==> src/rtl/product_bcd_converter_pkg.sv <==
// Shared definitions for the product-to-BCD converter.
// Holds the FSM state encoding and the default sizing constants that the
// converter top and its bench agree on.
package product_bcd_converter_pkg;

    // Default sizing: a 16-bit product needs 5 decimal digits (65535 < 10^5).
    localparam int unsigned DEF_WIDTH  = 16;
    localparam int unsigned DEF_DIGITS = 5;
    localparam int unsigned DEF_CNT_W  = 5;

    typedef enum logic [1:0] {
        ST_IDLE   = 2'd0,
        ST_CONV   = 2'd1,
        ST_FINISH = 2'd2
    } state_t;

endpackage

==> src/rtl/product_bcd_converter_bcd_digit_adj.sv <==
// Double-dabble digit correction.
// Adds 3 to a BCD digit that is 5 or more, so that the following left shift
// carries correctly into the next decimal digit.
// Ports:
//   digit_in  - 4-bit BCD digit before correction
//   digit_out - corrected digit, ready to be shifted
module bcd_digit_adj (
    input  logic [3:0] digit_in,
    output logic [3:0] digit_out
);

    always_comb begin
        digit_out = digit_in;
        if (digit_in >= 4'd5) begin
            digit_out = digit_in + 4'd3;
        end
    end

endmodule

==> src/rtl/product_bcd_converter.sv <==
// Sequential binary-to-BCD converter for the 8x8 multiplier product.
// Captures product_in on the rising edge of the multiplier's done level and
// runs one shift-add-3 step per clock, presenting DIGITS packed BCD digits
// with a one-cycle valid pulse. A capture that arrives while a conversion is
// running is parked in a one-deep pending slot; overwriting that slot sets
// the sticky overrun flag.
// Ports:
//   clk        - system clock, rising edge
//   reset_a    - asynchronous active-high reset
//   done       - multiplier done level (may stay high for many cycles)
//   product_in - multiplier product, stable while done is high
//   busy       - high while a conversion is in progress (CONV and FINISH)
//   bcd_valid  - one-cycle pulse when bcd_out updates
//   bcd_out    - packed BCD result, ones digit in [3:0], held between results
//   overrun    - sticky, set when a pending capture is overwritten
module product_bcd_converter
    import product_bcd_converter_pkg::*;
#(
    parameter int unsigned WIDTH  = DEF_WIDTH,
    parameter int unsigned DIGITS = DEF_DIGITS,
    parameter int unsigned CNT_W  = DEF_CNT_W
) (
    input  logic                  clk,
    input  logic                  reset_a,
    input  logic                  done,
    input  logic [WIDTH-1:0]      product_in,
    output logic                  busy,
    output logic                  bcd_valid,
    output logic [4*DIGITS-1:0]   bcd_out,
    output logic                  overrun
);

    localparam int unsigned BCD_W = 4 * DIGITS;
    localparam logic [CNT_W-1:0] CNT_LAST = CNT_W'(WIDTH - 1);

    state_t               state;
    logic                 done_q;
    logic                 pending;
    logic [WIDTH-1:0]     pend_data;
    logic [WIDTH-1:0]     bin_sr;
    logic [BCD_W-1:0]     bcd_work;
    logic [BCD_W-1:0]     bcd_adj;
    logic [CNT_W-1:0]     cnt;
    logic [BCD_W+WIDTH-1:0] shifted;
    logic                 start_evt;

    // A held-high done level produces exactly one event.
    assign start_evt = done & ~done_q;

    for (genvar i = 0; i < DIGITS; i++) begin : g_adj
        bcd_digit_adj u_adj (
            .digit_in  (bcd_work[4*i +: 4]),
            .digit_out (bcd_adj[4*i +: 4])
        );
    end

    // Correct every digit first, then shift the whole {bcd, binary} pair left.
    assign shifted = {bcd_adj, bin_sr} << 1;

    always_ff @(posedge clk or posedge reset_a) begin
        if (reset_a) begin
            state     <= ST_IDLE;
            done_q    <= 1'b0;
            pending   <= 1'b0;
            pend_data <= '0;
            bin_sr    <= '0;
            bcd_work  <= '0;
            cnt       <= '0;
            busy      <= 1'b0;
            bcd_valid <= 1'b0;
            bcd_out   <= '0;
            overrun   <= 1'b0;
        end else begin
            done_q    <= done;
            bcd_valid <= 1'b0;

            unique case (state)
                ST_IDLE: begin
                    if (pending) begin
                        // Parked capture goes first; a fresh event in the same
                        // cycle takes its place in the pending slot.
                        bin_sr   <= pend_data;
                        bcd_work <= '0;
                        cnt      <= '0;
                        busy     <= 1'b1;
                        state    <= ST_CONV;
                        if (start_evt) begin
                            pend_data <= product_in;
                        end else begin
                            pending <= 1'b0;
                        end
                    end else if (start_evt) begin
                        bin_sr   <= product_in;
                        bcd_work <= '0;
                        cnt      <= '0;
                        busy     <= 1'b1;
                        state    <= ST_CONV;
                    end
                end

                ST_CONV: begin
                    bcd_work <= shifted[BCD_W+WIDTH-1:WIDTH];
                    bin_sr   <= shifted[WIDTH-1:0];
                    cnt      <= cnt + CNT_W'(1);
                    if (cnt == CNT_LAST) begin
                        state <= ST_FINISH;
                    end
                end

                ST_FINISH: begin
                    bcd_out   <= bcd_work;
                    bcd_valid <= 1'b1;
                    busy      <= 1'b0;
                    state     <= ST_IDLE;
                end

                default: begin
                    busy  <= 1'b0;
                    state <= ST_IDLE;
                end
            endcase

            // Events outside IDLE (including the FINISH cycle) are parked.
            if (start_evt && (state != ST_IDLE)) begin
                pend_data <= product_in;
                pending   <= 1'b1;
                if (pending) begin
                    overrun <= 1'b1;
                end
            end
        end
    end

endmodule
==> config.mk <==
export PLATFORM = sky130hd
export DESIGN_NAME = product_bcd_converter
export DESIGN_NICKNAME = d
export VERILOG_FILES = /design/src/rtl/product_bcd_converter_pkg.sv /design/src/rtl/product_bcd_converter_bcd_digit_adj.sv /design/src/rtl/product_bcd_converter.sv
export SDC_FILE = /design/constraint.sdc
export NUM_CORES = 1
export LEC_CHECK = 0
export CAP_MARGIN = 15
export CORE_MARGIN = 3
export CORE_UTILIZATION = 35
export DETAILED_ROUTE_END_ITERATION = 10
export MAX_ROUTING_LAYER = met4
export REMOVE_ABC_BUFFERS = 1
export SLEW_MARGIN = 15
export SYNTH_ARGS = -nofsm -noshare
export SYNTH_HDL_FRONTEND = slang
export SYNTH_SLANG_ARGS = --single-unit
==> constraint.sdc <==
create_clock -name clk -period 3.2 [get_ports clk]
set_input_delay 0.8 -clock clk [delete_from_list [all_inputs] [get_ports clk]]
set_output_delay 0.8 -clock clk [all_outputs]
set_load 0.05 [all_outputs]
* Yosys cells after proc, flatten, opt, wreduce, memory -nomap -nowiden
Index checks and enable logic that the tools add are counted.
Cells by class: add/subtract/negate cells 6, $lt $le $gt $ge 5, equality and inequality tests 5, multiplexer cells 29, bitwise gates (word level) 3, reductions and logical operators 12
Operators by type and width (number):
- 2-to-1 mux 16 bit | 5
- 2-to-1 mux 20 bit | 2
- case mux 20 bit (2 select lines) | 1
- case mux 16 bit (2 select lines) | 1
- greater-or-equal comparator 4 x 3 -> 1 bit, second input constant | 5
- adder 4 x 2 -> 4 bit, second input constant | 4
- 2-to-1 mux 4 bit | 4
- 2-to-1 mux 5 bit | 2
- case mux 5 bit (2 select lines) | 1
- nonzero test 2 bit | 5
- AND reduction 2 bit | 4
- 2-to-1 mux 1 bit | 7
- 2-to-1 mux 2 bit | 3
- adder 5 x 1 -> 5 bit, second input constant | 1
- equality test 5 x 4 -> 1 bit, second input constant | 1
- case mux 2 bit (2 select lines) | 1
- adder 3 x 2 -> 3 bit, second input constant | 1
- 2-to-1 mux 3 bit | 1
- inequality test 3 bit, second input constant | 1
- AND reduction 3 bit | 1
- equality test 2 x 1 -> 1 bit, second input constant | 1
- equality test 2 bit, second input constant | 1
- logical NOT 2 bit | 1
- inequality test 2 bit, second input constant | 1
- other kinds (4) | 5
Word-level totals: bits in registers 84, input bits 19, output and inout bits 23, word-level logic and storage cells 71

* Logic depth before layout (Yosys ltp)
depth after elaboration 6, gate-level depth with buffers 6, mapped depth without buffers 6

* Modules after synthesis
Synthesis repeated with hierarchy kept, for this count alone.
Second synthesis, totals: cell total of the unflattened synthesis 333, area, all modules 4093.9 µm²
By module, submodules not included:
- product_bcd_converter | times used 1, cells an instance 253, area an instance 3587.2 µm², sequential area each 2102.0 µm²
- bcd_digit_adj | times used 5, cells an instance 16, area an instance 101.3 µm², sequential area each 0.0 µm²

* Worst setup path after synthesis
Ideal clock, no wire load.
kind input to register, from input done, to register pend_data[15], library setup time 0.125 ns, arrival time 1.785 ns, required time 3.075 ns, slack 1.290 ns, stages 5, buffers on the path 1, path through nor2b_1 -> inv_1 -> nor2_4 -> buf_6 -> mux2_2
Between the ends: longest elaborated chain between the ends 4, elaborated cells between the ends (all ways) 7, those cells by class mux (1); bitwise (1); reduce/logical (5)
Ends and longest elaborated chain:
- start: declaration | RTL line product_bcd_converter.sv:25 | input logic done,
- bitwise AND 1 bit (*) | RTL line product_bcd_converter.sv:48 | assign start_evt = done & ~done_q;
- logical AND 1 bit | RTL line product_bcd_converter.sv:124 | if (start_evt && (state != ST_IDLE)) begin
- nonzero test 2 bit (no source line)
- AND reduction 3 bit (no source line)
- end signal: assignment | RTL line product_bcd_converter.sv:88 | pend_data <= product_in;
- end signal: assignment | RTL line product_bcd_converter.sv:125 | pend_data <= product_in;
- end: declaration | RTL line product_bcd_converter.sv:39 | logic [WIDTH-1:0] pend_data;
Every way passes the cells marked *; elsewhere a longest branch is shown, timed or not. A chain may end at the register's enable or synchronous reset.

* Final worst setup path
from register bcd_out[4], to output bcd_out[4]
RTL lines:
- start: declaration | RTL line product_bcd_converter.sv:29 | output logic [4*DIGITS-1:0] bcd_out,
- start signal: assignment | RTL line product_bcd_converter.sv:111 | bcd_out <= bcd_work;
No word-level cell between the ends.

==> results by group <==
Timing
  • Hold Vio Cnt, Final: 0
  • WHS: 0.486 ns
  • Fmax: 432 MHz
  • Final Worst Setup Slack: 0.886 ns
  • Setup violators final: 0
  • Slew @ Worst Pin: 1.04 ns
  • Clock Skews: between 0.007 and 0.008 ns
  • Final setup TNS: 0 ns
  • RSZ-0062 raised after global routing: no
  • Period utilization: 0.723
  • Max-slew violations: 0
  • Post-layout min period: 2.31 ns
  • Slew HR: 0.309

Power
  • Psw: ~1700 uW
  • Combinational Power Share: 0.411
  • P_int: 2530 uW
  • Power density over cell area: ~910 mW/mm^2
  • Leak pwr: just over 0.002 uW
  • Clock power share: 0.172
  • Share of power burned in registers: 0.417
  • Net Sw Frac: 0.396
  • Worst VDD drop: 0.428 mV

Global route
  • Remaining global-route overflow: 0
  • Initial antenna violation count: 0
  • GRT Resource Usage Total: 0.122
  • First-pass GRT wire length: between 10000 and 15000 um
  • Pin count of the biggest net entering global routing: 58
  • Vias in the first global route: 2570

Yosys
  • Synth Instances: 350
  • Area leader, netlist: dfrtp_1
  • FF+latch count, synth: 84
  • Synth top cells by count: 84 x dfrtp_1, 38 x nand2_1, 36 x o21ai_0
  • Yosys warning count: 0
  • Top cells by area, synth: dfrtp_1 54%, mux2_2 10%, o21ai_0 4.6%
  • Synth Cell Area: 0.00388 mm^2
  • Post-synth EDFFs: 0
  • Seq/Total Area, Yosys: 0.541
  • Mean Syn Cell Area: 11.1 um^2
  • Most frequent cell after synthesis: dfrtp_1
  • Ys async rst share: 1.00
  • Top-area cell type share of the netlist area: 0.541
  • Ys flop type: dfrtp_1
  • Synth unique cells: 31

Critical path
  • CP max-delay cell: clkdlybuf4s50_1
  • CP delay by family, top: buffers and inverters
  • Crit-path max cell delay: ~0.8 ns
  • CP Class: reg -> out
  • Crit-path cells: clkdlybuf4s50_1
  • Critical path fanouts, max: 2
  • Worst path required time: 2.40 ns
  • Worst EP arrival: around 1.5 ns
  • Setup crit end kind: output port
  • Critical path launch point type: flop
  • CP bufs+invs: 1

CTS
  • Post-CTS Setup Bufs: 0
  • CTS Buffer Depth: 2
  • Post_cts resized: 0
  • Root buf cell: clkbuf_8
  • Clock sinks: 84
  • CTS Buf Count: 9
  • Worst-path clk slew: 0.08 ns
  • Skew-Pair Late Insertion Delay: ~0.34 ns
  • CTS tree: done
  • Hold-fix buffers at CTS: 0
  • Max H-tree Level: 3

Floorplan
  • Starting Density: 0.368
  • Core ar.: 0.0106 mm^2
  • Die H: about 110 um
  • Die area: between 0.01 and 0.015 mm^2
  • Ports: 42
  • Die width: 111 um
  • Row count: 37

Routing
  • DRC viols: 0
  • TritonRoute pass-1 iters: 4
  • Routed length per instance: 13.1 um
  • DR vias: ~2.6k
  • Final WL: 6930 um
  • DRT antenna net count: 0
  • Initial DRC count: 79
  • Vias per cell: 4.86

Cells and area
  • Area grow syn2layout: 18.4%
  • Final nets: between 400 and 500
  • Antenna Diode Count: 0
  • Share of layout cells above drive strength 1: 0.152

Min path
  • Hold crit path type: reg -> reg

Status
  • Outcome: finished clean

Place
  • DPL Wire Length: 4680 um
  • Pre-CTS WS: a little over 0.5 ns
  • Buffers on Ports: 41
  • Routability cong.: 0.763

Flow run
  • Max-Cap Viols: 0
layout make-up:
type | count | area [um^2]
inverter | 15 | 57.6
tap | 136 | 170
clock inverter | 2 | 35.0
fill | 1023 | 5960
clock buffer | 13 | 149
sequential | 84 | 2100
multi-input combinational | 233 | 1620
timing repair buffer | 47 | 468
registers in the layout (all words and copies together) (netlist names):
signal     flops
pending        1
bcd_valid      1
pend_data     16
state          2
busy           1
bin_sr        16
done_q         1
bcd_out       20
overrun        1
bcd_work      20
cnt            5
layer usage:
| layer | wire length [um] | share of wire | GRT usage |
|---|---|---|---|
| met4 | 79 | 0.011 | 0.0324 |
| met1 | 3380 | 0.49 | 0.159 |
| met3 | 308 | 0.044 | 0.0315 |
| met2 | 3160 | 0.46 | 0.190 |
| met5 | 0 | 0 | - |
stage by stage:
| step | std cells | utilization | cell area, um^2 | total power (uW) |
|---|---|---|---|---|
| final | 530 | 0.436 | 4600 | 4200 |
| after global routing | 530 | 0.436 | 4600 | 4540 |
| after CTS | 530 | 0.436 | 4600 | 4260 |
| after detailed placement | 515 | 0.418 | 4420 | 3530 |
| after global placement | 515 | 0.418 | 4420 | 3460 |
| after floorplan | 332 | - | 3760 | 2960 |
kinds of logic after synthesis:
logic type                 count (synthesis)  share of synthesized area
and+or+nand+nor                           86                      0.101
adders and majority gates                 12                     0.0387
AOI/OAI and AO/OA                         74                      0.107
xor gates and xnor gates                   9                     0.0203
muxes                                     52                      0.147
buffers and inverters                     33                     0.0457
DFF                                       84                      0.541
path summary, 6_finish.rpt:
path	startpoint	cells past startpoint	endpoint	slack (ns)
setup reg to reg	pending	3	pend_data[10]	1.12
hold / removal	bin_sr[1]	2	bin_sr[1]	0.49
hold reg to reg	bin_sr[1]	2	bin_sr[1]	0.49
setup / recovery	bcd_out[4]	1	bcd_out[4]	0.89
max in group asynchronous	reset_a	3	bin_sr[11]	1.62
min in group asynchronous	reset_a	2	bcd_out[0]	0.80
power by group through the flow:
stage	logic, uW	registers [uW]	clock network (uW)
after global placement	1700	1760	0
after detailed placement	1750	1770	0
after CTS	1750	1750	755
final	1730	1750	722
after global routing	1920	1820	797
after floorplan	943	2020	0
cell usage in the layout, fill, tap and decap left out, types with 5 or more instances in the layout:
| cell type | synthesis | final |
|---|---|---|
| xnor2_1 | 5 | 5 |
| mux2_2 | 35 | 35 |
| a21oi_1 | 23 | 23 |
| ha_1 | 12 | 12 |
| dfrtp_1 | 84 | 84 |
| buf_4 | 9 | 5 |
| nand3_1 | 11 | 11 |
| nor2_1 | 19 | 18 |
| o21ai_0 | 36 | 36 |
| clkbuf_8 | 0 | 10 |
| o311ai_0 | 5 | 5 |
| inv_1 | 15 | 14 |
| nor3_1 | 5 | 5 |
| nand2_1 | 38 | 38 |
| nand2b_1 | 6 | 6 |
| mux2i_1 | 16 | 16 |
| clkdlybuf4s50_1 | 0 | 41 |
Power figures use the tool's default switching activity.
